<file path="src/rtl/ecc_27_rd_chk.sv">
// Two-stage SEC-DED (27 data / 7 check) read-side checker with error counters and irq.
// Optional first-error syndrome capture is built when ECC27_ERR_CAPTURE_EN is defined.

package ecc_27_pkg;

  // Check-bit column of data bit idx: Hamming position, topped with the overall-parity bit so that every column has odd weight.
  function automatic logic [6:0] ecc_col(input int idx);
    logic [5:0] pos;
    int         n;
    pos = 6'd0;
    n   = 0;
    for (int k = 3; k < 34; k++) begin
      if ((k & (k - 1)) != 0) begin
        if (n == idx) begin
          pos = 6'(k);
        end
        n++;
      end
    end
    return {~^pos, pos};
  endfunction

  function automatic logic [6:0] ecc_enc(input logic [26:0] d);
    logic [6:0] p;
    p = 7'd0;
    for (int i = 0; i < 27; i++) begin
      p = p ^ (d[i] ? ecc_col(i) : 7'd0);
    end
    return p;
  endfunction

endpackage

module ecc_27_cal (
  input  logic [26:0] data,
  input  logic [6:0]  parity,
  output logic [26:0] data_o,
  output logic        sbit,
  output logic        dbit
);

  logic [6:0]  syn;
  logic [26:0] fix;
  logic        hit;

  // Syndrome decode: odd weight matching a column is correctable, anything else non-zero is not.
  always_comb begin
    syn = parity ^ ecc_27_pkg::ecc_enc(data);
    fix = 27'd0;
    for (int i = 0; i < 27; i++) begin
      fix[i] = (syn == ecc_27_pkg::ecc_col(i));
    end
    hit = (|fix) | ((syn & (syn - 7'd1)) == 7'd0);
    if (syn == 7'd0) begin
      data_o = data;
      sbit   = 1'b0;
      dbit   = 1'b0;
    end else if ((^syn) && hit) begin
      data_o = data ^ fix;
      sbit   = 1'b1;
      dbit   = 1'b0;
    end else begin
      data_o = data;
      sbit   = 1'b0;
      dbit   = 1'b1;
    end
  end

endmodule


</file>
<file path="config.mk">
export PLATFORM = sky130hd
export DESIGN_NAME = ecc_27_cal
export DESIGN_NICKNAME = d
export VERILOG_FILES = /design/src/rtl/ecc_27_rd_chk.sv
export SDC_FILE = /design/constraint.sdc
export NUM_CORES = 1
export LEC_CHECK = 0
export ABC_AREA = 1
export CORE_MARGIN = 1.5
export CORE_UTILIZATION = 30
export DETAILED_ROUTE_END_ITERATION = 16
export PLACE_DENSITY = 0.53
export SLEW_MARGIN = 20
export SYNTH_ARGS = -nofsm -noshare
export SYNTH_HDL_FRONTEND = slang
export SYNTH_SLANG_ARGS = --single-unit
</file>
<file path="constraint.sdc">
create_clock -name vclk -period 5.1
set_input_delay 0.765 -clock vclk [all_inputs]
set_output_delay 0.765 -clock vclk [all_outputs]
set_load 0.005 [all_outputs]
</file>
==> Word level (Yosys, flattened, before mapping) <==
Cells that the tools add are included.
{ "word_totals": {"reg_bits": 0, "inputBits": 34, "out_inout_bits": 29, "wordCells": 96} }
{ "op_classes": {"add_sub_neg": 1, "n_eq_ne": 27, "mux": 33, "n_bitwise": 30, "reduce_logical": 5} }
{ "op_table": {"columns": ["op", "count"], "rows": [
  ["7-bit bitwise XOR", 24],
  ["7-bit equality test, second input constant", 16],
  ["7-bit two-way mux", 16],
  ["27-bit two-way mux", 2],
  ["7-bit by 5-bit equality test with 1-bit output, second input constant", 7],
  ["5-bit two-way mux", 7],
  ["27-bit OR reduction", 1],
  ["27-bit bitwise XOR", 1],
  ["7-bit by 4-bit equality test with 1-bit output, second input constant", 3],
  ["7-bit logical NOT", 2],
  ["7-bit by 5-bit bitwise XOR with 7-bit output", 2],
  ["4-bit two-way mux", 3],
  ["7-bit AND", 1],
  ["7-bit by 3-bit equality test with 1-bit output, second input constant", 1],
  ["7-bit XOR reduction", 1],
  ["7-bit by 1-bit subtractor with 7-bit output, second input constant", 1],
  ["7-bit by 3-bit bitwise XOR with 7-bit output", 1],
  ["1-bit two-way mux", 4],
  ["3-bit two-way mux", 1],
  ["1-bit logical AND", 1],
  ["1-bit bitwise OR", 1]
]} }

==> Depth between registers and ports, before layout <==
Gate-level depths: netlist of the first run.
{ "logic_depth": {"depth_word": 35, "mapped_depth": 27, "ltp_nobuf": 25} }

==> Least setup slack after synthesis of the first run <==
OpenSTA, ideal clock, no wires.
{ "synth_timing": {"kind": "input to output", "start": "input port data[17]", "end": "output port dbit", "arrival_ps": 3213, "required_time_ps": 4335, "slack_ps": 1122, "stages": 24, "n_path_buf": 3, "path_cell_list": "buf_2 inv_2 nand2_1 nand2_1 nand2_1 nand2_1 nand2_1 nand2_1 nand2_1 nand2_1 xor2_1 inv_1 ha_1 inv_1 nor3_1 nand2_1 nand2_1 nor2_2 nand2_2 nor2_2 nand2_2 buf_6 buf_12 a21oi_2"} }
{ "synth_via": {"elab_chain_cells": 19, "word_cells_on_any_way": 49, "classes_between": "add/sub (1); eq/ne (27); mux (3); bitwise (13); reduce/logical (5)"} }
{ "synth_lines": {"columns": ["item", "line", "text"], "rows": [
  ["start, declared", "35", "input logic [26:0] data,"],
  ["7-bit two-way mux (*)", "27", "p = p ^ (d[i] ? ecc_col(i) : 7'd0);"],
  ["7-bit bitwise XOR (*) (10 in a row)", "27", null],
  ["7-bit bitwise XOR (*)", "48", "syn = parity ^ ecc_27_pkg::ecc_enc(data);"],
  ["7-bit by 1-bit subtractor with 7-bit output", "53", "hit = (|fix) | ((syn & (syn - 7'd1)) == 7'd0);"],
  ["7-bit AND", "53", null],
  ["7-bit logical NOT", "53", null],
  ["1-bit bitwise OR", "53", null],
  ["1-bit logical AND", "58", "end else if ((^syn) && hit) begin"],
  ["1-bit two-way mux", "58", null],
  ["1-bit two-way mux (*)", "54", "if (syn == 7'd0) begin"],
  ["end, declared", "39", "output logic dbit"]
]} }
Every way passes the cells marked *; elsewhere a longest branch is shown, timed or not.

==> Worst setup path after layout of the first run <==
{ "layout_timing": {"start": "input port data[5]", "end": "output port data_o[18]"} }
{ "layout_via": {"elab_chain_cells": 31, "word_cells_on_any_way": 62, "classes_between": "add/sub (1); eq/ne (27); mux (3); bitwise (26); reduce/logical (5)"} }
{ "layout_lines": {"columns": ["item", "line", "text"], "rows": [
  ["7-bit two-way mux (*)", "27", null],
  ["7-bit bitwise XOR (*) (10 in a row)", "27", null],
  ["7-bit by 5-bit bitwise XOR with 7-bit output (*) (2 in a row)", "27", null],
  ["7-bit bitwise XOR (*) (10 in a row)", "27", null],
  ["7-bit bitwise XOR (*)", "48", null],
  ["7-bit by 1-bit subtractor with 7-bit output", "53", null],
  ["7-bit AND", "53", null],
  ["7-bit logical NOT", "53", null],
  ["1-bit bitwise OR", "53", null],
  ["1-bit logical AND", "58", null],
  ["27-bit two-way mux", "58", null],
  ["27-bit two-way mux (*)", "54", null],
  ["end, declared", "37", "output logic [26:0] data_o,"]
]} }
Marks and branches as above.

==> impl_metrics.py, run 1 <==
metrics = {
    "yosys": {
        "synth.avg_cell_area_um2": 5.554,
        "syn-num-nets": 589,
        "syn_area_um2": 3049,
        "synth.area.top_cells": "nand2_1 (32%), xor2_1 (10%), nand3_2 (7.2%)",
        "yosysWarnings": 0,
        "synth_top_area_cell": "nand2_1",
        "synth_cells": 549,
        "yosys.cell_types.count": 34,
        "synth.top_cell.area_share_pct": 31.76,
        "ys_seq_area_share_pct": 0,
    },
    "routing": {
        "drc": 0,
        "dr.pass1.iters": 4,
        "via_per_inst": 4.492,
        "wirelength_mm": 10.62,
        "vias": 3445,
        "ant_nets": 0,
        "avgRoutedWirePerCell_um": 13.85,
        "detail_route.iter0.violations": 119,
    },
    "floorplan": {
        "placementRows": 36,
        "die_w_um": 103.8,
        "start_util_pct": 31.05,
        "core_um2": 9819,
        "fp.dieH_um": 103.8,
        "ioPinCount": 63,
        "dieArea_um2": 10780,
    },
    "global_routing": {
        "grt_util_all_layers_pct": 18.89,
        "grt_pass1_wl_mm": 16.57,
        "antenna_found_initial": 0,
        "grt_max_degree": 29,
        "grt_overflow": 0,
        "grt_pass1_vias": 3292,
    },
    "hold_path": {
        "hold_end": "data_o[15]",
        "hold_start": "data[15]",
        "holdPathStages": 4,
        "hp-class": "input pin to output port",
    },
    "finish": {
        "final_common_cell": "nand2_1",
        "antenna_cells": 0,
        "nNetsFinal": 676,
        "layout_common_cells": "nand2_1 (254), clkdlybuf4s50_1 (45), buf_4 (37)",
        "regArea_um2": 0,
        "n_sequential_cell": 0,
        "fin_util_pct": 42.42,
        "finalNonFillerCells": 767,
        "syn_to_final_growth_pct": 36.60,
        "drive_above_1_share_pct": 25.55,
        "clock_buffers": 0,
    },
    "timing": {
        "worst_pin_slew_ps": 457.3,
        "hold_viol_final": 0,
        "setup_viol": 0,
        "rsz0062_at_grt": "true",
        "maxSlewHeadroom_pct": 69.29,
        "post-route-min-period_ps": 4869,
        "finalCritPeriodShare_pct": 95.47,
        "clock.fmax_mhz": 205.4,
        "slew_violations": 0,
    },
    "pwr": {
        "combPwrFrac_pct": 100.0,
        "clkPwrFrac_pct": 0,
        "leakagePower_nw": 2.321,
        "p_int_w": 0.0007627,
        "p_sw_share_pct": 56.58,
        "p_switching_w": 0.0009938,
        "p_per_area_nw_per_um2": 421.7,
        "p_seq_share_pct": 0,
        "ir_worst_vdd_mv": 0.2292,
    },
    "place": {
        "portBuffers": 63,
        "dp.final_hpwl_mm": 8.651,
        "dp.cells": 758,
        "gp_congestion": 0.9321,
    },
    "setup_path": {
        "critPathMaxFanout": 14,
        "start_kind": "input pin",
        "startpoint": "data[5]",
        "path_common_cell": "nand2_1",
        "cp.required_ps": 4340,
        "arrival_ps": 4100,
        "endpoint_kind": "output port",
        "cpPeakStageDelay_ps": 520,
        "critPathKind": "input pin to output port",
        "crit_chain": "clkdlybuf4s50_1 > xnor2_1 > inv_1 > nand2_1 > nand2_1 > nand2_1 > nand2_1 > xor2_2 > buf_4 > ha_2 > nand3b_1 > nand2_1 > inv_1 > nand2_1 > nor2_1 > nand2_1 > nand2_1 > nor2_4 > nand2_8 > nand2_8 > nand2_1 > nand2_1 > clkdlybuf4s50_1",
        "cp_slowest_cell": "clkdlybuf4s50_1",
    },
    "status": {
        "status": "finished, final reports clean",
    },
    "flow_run": {
        "maxCapViolations": 0,
    },
}
==> stage by stage <==
stage / setup TNS, ps / hold WS (ps) / worst slack, ps / instance area, um2 / total power (W)
final: 0 / 2050 / 230.9 / 4165 / 0.001757
after global routing: -104.2 / 2101 / -16.75 / 4165 / 0.001893
after CTS: 0 / 2422 / 3.230 / 3930 / 0.001492
after detailed placement: -2620 / 2596 / -141.3 / 3924 / 0.001465
after global placement: -534.7 / 2601 / -59.00 / 3924 / 0.001463
after floorplan: 0 / 1621 / 1122 / 3049 / 0.0009920
==> timing repair <==
action,4_1_cts,5_1_grt
gates resized for setup,4,41
hold buffers,0,0
buffers inserted,0,6
setup endpoints to repair,29,29
pin swaps,0,9
gates cloned,0,3
==> power groups by stage <==
| stage | clock, W | combinational [W] | sequential, W |
|---|---|---|---|
| detailed placement | 0 | 0.00147 | 0 |
| global placement | 0 | 0.00146 | 0 |
| finish | 0 | 0.00176 | 0 |
| CTS | 0 | 0.00149 | 0 |
| floorplan | 0 | 0.000992 | 0 |
| global route | 0 | 0.00189 | 0 |
==> worst max path at each step <==
| stage | end | slack [ps] |
|---|---|---|
| final | data_o[18] | 230 |
| after global routing | data_o[5] | -20 |
| after CTS | data_o[5] | 3 |
| after detailed placement | data_o[5] | -140 |
| after global placement | data_o[5] | -60 |
| after floorplan | dbit | 1120 |
==> critical path, delay by kind of cell <==
| kind | cells | cell delay, ps |
|---|---|---|
| adders and majority gates | 1 | 200 |
| xor gates and xnor gates | 2 | 430 |
| and+or+nand+nor | 15 | 1420 |
| buffers and inverters | 5 | 1290 |
==> cell families (layout without fill, tap and decap cells) <==
logic type	after synthesis	count (layout)	synth area share [%]
and+or+nand+nor	401	403	65.86
buffers and inverters	83	166	14.36
xor gates and xnor gates	57	57	16.87
adders and majority gates	6	6	2.462
AOI/OAI and AO/OA	2	2	0.4513
==> cell type report <==
class,count,area (um2)
multi-input cells,468,2725
inverters,61,241.5
fillers,1094,5654
well taps,133,166.4
repair buffers,105,1032
==> metal layers <==
layer	up-vias	part of all wire, %	global-route usage (%)
met4	0	1.3	1.389
met2	88	48	34.06
met1	1522	47	25.80
met3	8	3.8	0.8181
li1	1827	-	-
met5	-	0	0
==> cells in the mapped netlist (4+ instances only) <==
| master | count |
|---|---|
| nand3b_1 | 6 |
| nand4_1 | 4 |
| nand3_1 | 33 |
| nand3_2 | 22 |
| inv_1 | 38 |
| xor2_1 | 36 |
| buf_2 | 7 |
| nand2_4 | 7 |
| nand2_2 | 26 |
| nor2_4 | 5 |
| nand2_1 | 258 |
| buf_4 | 4 |
| xnor2_1 | 19 |
| nor2_2 | 13 |
| ha_1 | 6 |
| nor2_1 | 17 |
| inv_2 | 17 |
| buf_6 | 7 |
(Power assumes the default switching activity.)
==> run 2, diff against run 1 <==
--- a/config.mk
+++ b/config.mk
@@ -7,9 +7,9 @@
 export LEC_CHECK = 0
 export ABC_AREA = 1
 export CORE_MARGIN = 1.5
-export CORE_UTILIZATION = 30
+export CORE_UTILIZATION = 50
 export DETAILED_ROUTE_END_ITERATION = 16
-export PLACE_DENSITY = 0.53
+export PLACE_DENSITY = 0.79
 export SLEW_MARGIN = 20
 export SYNTH_ARGS = -nofsm -noshare
 export SYNTH_HDL_FRONTEND = slang
==> run 2 against run 1 <==
Sequential share of layout area is the same. Fmax shrank 0.74%. Flip-flop and latch count is the same. Final area grew 0.27%. Non-clock buffer count grew 9. Via count grew 6.6%. First-iteration DRC count grew 86%. Global-route usage grew 11 points. Wire length shrank 8.0%. Worst setup slack lost 36 ps. Combinational power grew 3%.
==> impl_metrics.py, run 2 (synthesis results as in run 1) <==
metrics = {
    "floorplan": {
        "fp.dieH_um": 81.09,
        "die_w_um": 81.09,
        "ioPinCount": 63,
        "start_util_pct": 51.50,
        "dieArea_um2": 6576,
        "placementRows": 28,
        "core_um2": 5921,
    },
    "pwr": {
        "power_w": 0.001825,
        "p_per_area_nw_per_um2": 437.0,
        "leakagePower_nw": 2.359,
        "ir_worst_vdd_mv": 0.7519,
    },
    "timing": {
        "setup_tns_ps": 0,
        "setup_viol": 0,
        "worst_pin_slew_ps": 473.9,
        "maxSlewHeadroom_pct": 68.18,
        "finalCritPeriodShare_pct": 96.18,
        "hold_viol_final": 0,
        "layout_setup_ws_ps": 194.8,
        "clock.fmax_mhz": 203.9,
        "whs_ps": 2243,
        "post-route-min-period_ps": 4905,
        "slew_violations": 0,
    },
    "routing": {
        "vias": 3673,
        "ant_nets": 0,
        "wirelength_mm": 9.767,
        "detail_route.iter0.violations": 221,
        "dr.pass1.iters": 5,
        "drc": 0,
        "avgRoutedWirePerCell_um": 13.60,
        "via_per_inst": 5.116,
    },
    "place": {
        "pre_cts_ws_ps": -125.4,
        "gp_congestion": 0.9826,
        "dp.cells": 712,
        "dp.final_hpwl_mm": 8.069,
        "portBuffers": 63,
    },
    "global_routing": {
        "grt_pass1_vias": 3264,
        "grt_util_all_layers_pct": 30.24,
        "antenna_found_initial": 0,
        "grt_pass1_wl_mm": 15.37,
        "grt_max_degree": 18,
        "grt_overflow": 0,
    },
    "finish": {
        "n_fill_cell": 537,
        "n_sequential_cell": 0,
        "clock_buffers": 0,
        "finalNonFillerCells": 718,
        "nNetsFinal": 685,
        "syn_to_final_growth_pct": 36.97,
        "final_common_cell": "nand2_1",
        "layout_common_cells": "nand2_1 (256), clkdlybuf4s50_1 (49), buf_4 (43)",
        "regArea_um2": 0,
        "drive_above_1_share_pct": 26.13,
        "antenna_cells": 0,
    },
    "setup_path": {
        "start_kind": "input pin",
        "arrival_ps": 4140,
        "cp.required_ps": 4340,
        "endpoint_kind": "output port",
        "critPathKind": "input pin to output port",
        "critPathMaxFanout": 7,
    },
    "hold_path": {
        "holdPathStages": 4,
        "hold_start": "data[8]",
        "hp-class": "input pin to output port",
        "hold_end": "data_o[8]",
    },
    "clock_network": {
        "ctsHoldBuffers": 0,
    },
    "status": {
        "status": "finished, final reports clean",
    },
    "flow_run": {
        "maxCapViolations": 0,
    },
}
run 2: cell count changes in the layout (fill, tap and decap cells not counted), sizes merged:
cell and delta:
clkdlybuf4s50 +4, dlymetal6s2s -2, buf +9, dlygate4sd2 -2
run 2: report_power, final:
part	switching, W	internal (W)
clock network	0	0
registers	0	0
logic	0.000972	0.000853
total	0.000972	0.000853
run 2: cell type report:
class              count  area (um2)  area share (%)
multi-input cells    468        2706           64.80
repair buffers       114        1135           27.17
inverters             61       241.5           5.782
well taps             75       93.84           2.247
run 2: routing by layer:
layer	vias up	GRT usage, %	part of all wire, %	wire [um]
li1	1855	-	-	-
met2	182	54.83	47	4613
met4	0	10.17	4.1	398
met1	1609	38.25	41	3972
met3	27	0.6742	8.0	783
met5	-	0	0	0
run 2: how the worst max path moves through the flow:
stage | from | endpoint | slack [ps] | cells past startpoint
finish | data[20] | data_o[5] | 190 | 22
global route | data[20] | data_o[5] | -20 | 23
CTS | data[17] | data_o[4] | 30 | 26
detailed placement | data[17] | data_o[4] | -130 | 27
global placement | data[17] | data_o[24] | -20 | 24
floorplan | data[17] | dbit | 1120 | 24
run 2: through the flow:
stage	utilization [%]	cell area, um2
6_report	70.54	4177
5_1_grt	70.54	4177
4_1_cts	67.69	4008
3_5_place_dp	66.99	3966
3_3_place_gp	66.99	3966
2_1_floorplan	-	3049
run 2: what timing repair did:
item	4_1_cts	5_1_grt
buffers inserted	0	3
gates cloned	1	2
pin swaps	0	6
setup endpoints to repair	29	29
resized for setup	6	26
run 2: worst max-delay path, stage by stage:
cell and delay [ps]:
clkdlybuf4s50_1 580, inv_2 90, nand2_1 90, nand2_1 50, nand2_1 90, nand3_1 100
nand2_1 120, xor2_2 250, buf_6 160, ha_1 170, inv_1 70, nor3_2 200
nand2_1 130, nand2_1 80, nor2_1 40, nand2_1 70, nor2_2 50, nand2_4 200
buf_12 160, nand3_1 100, nand2_1 100, clkdlybuf4s50_1 490
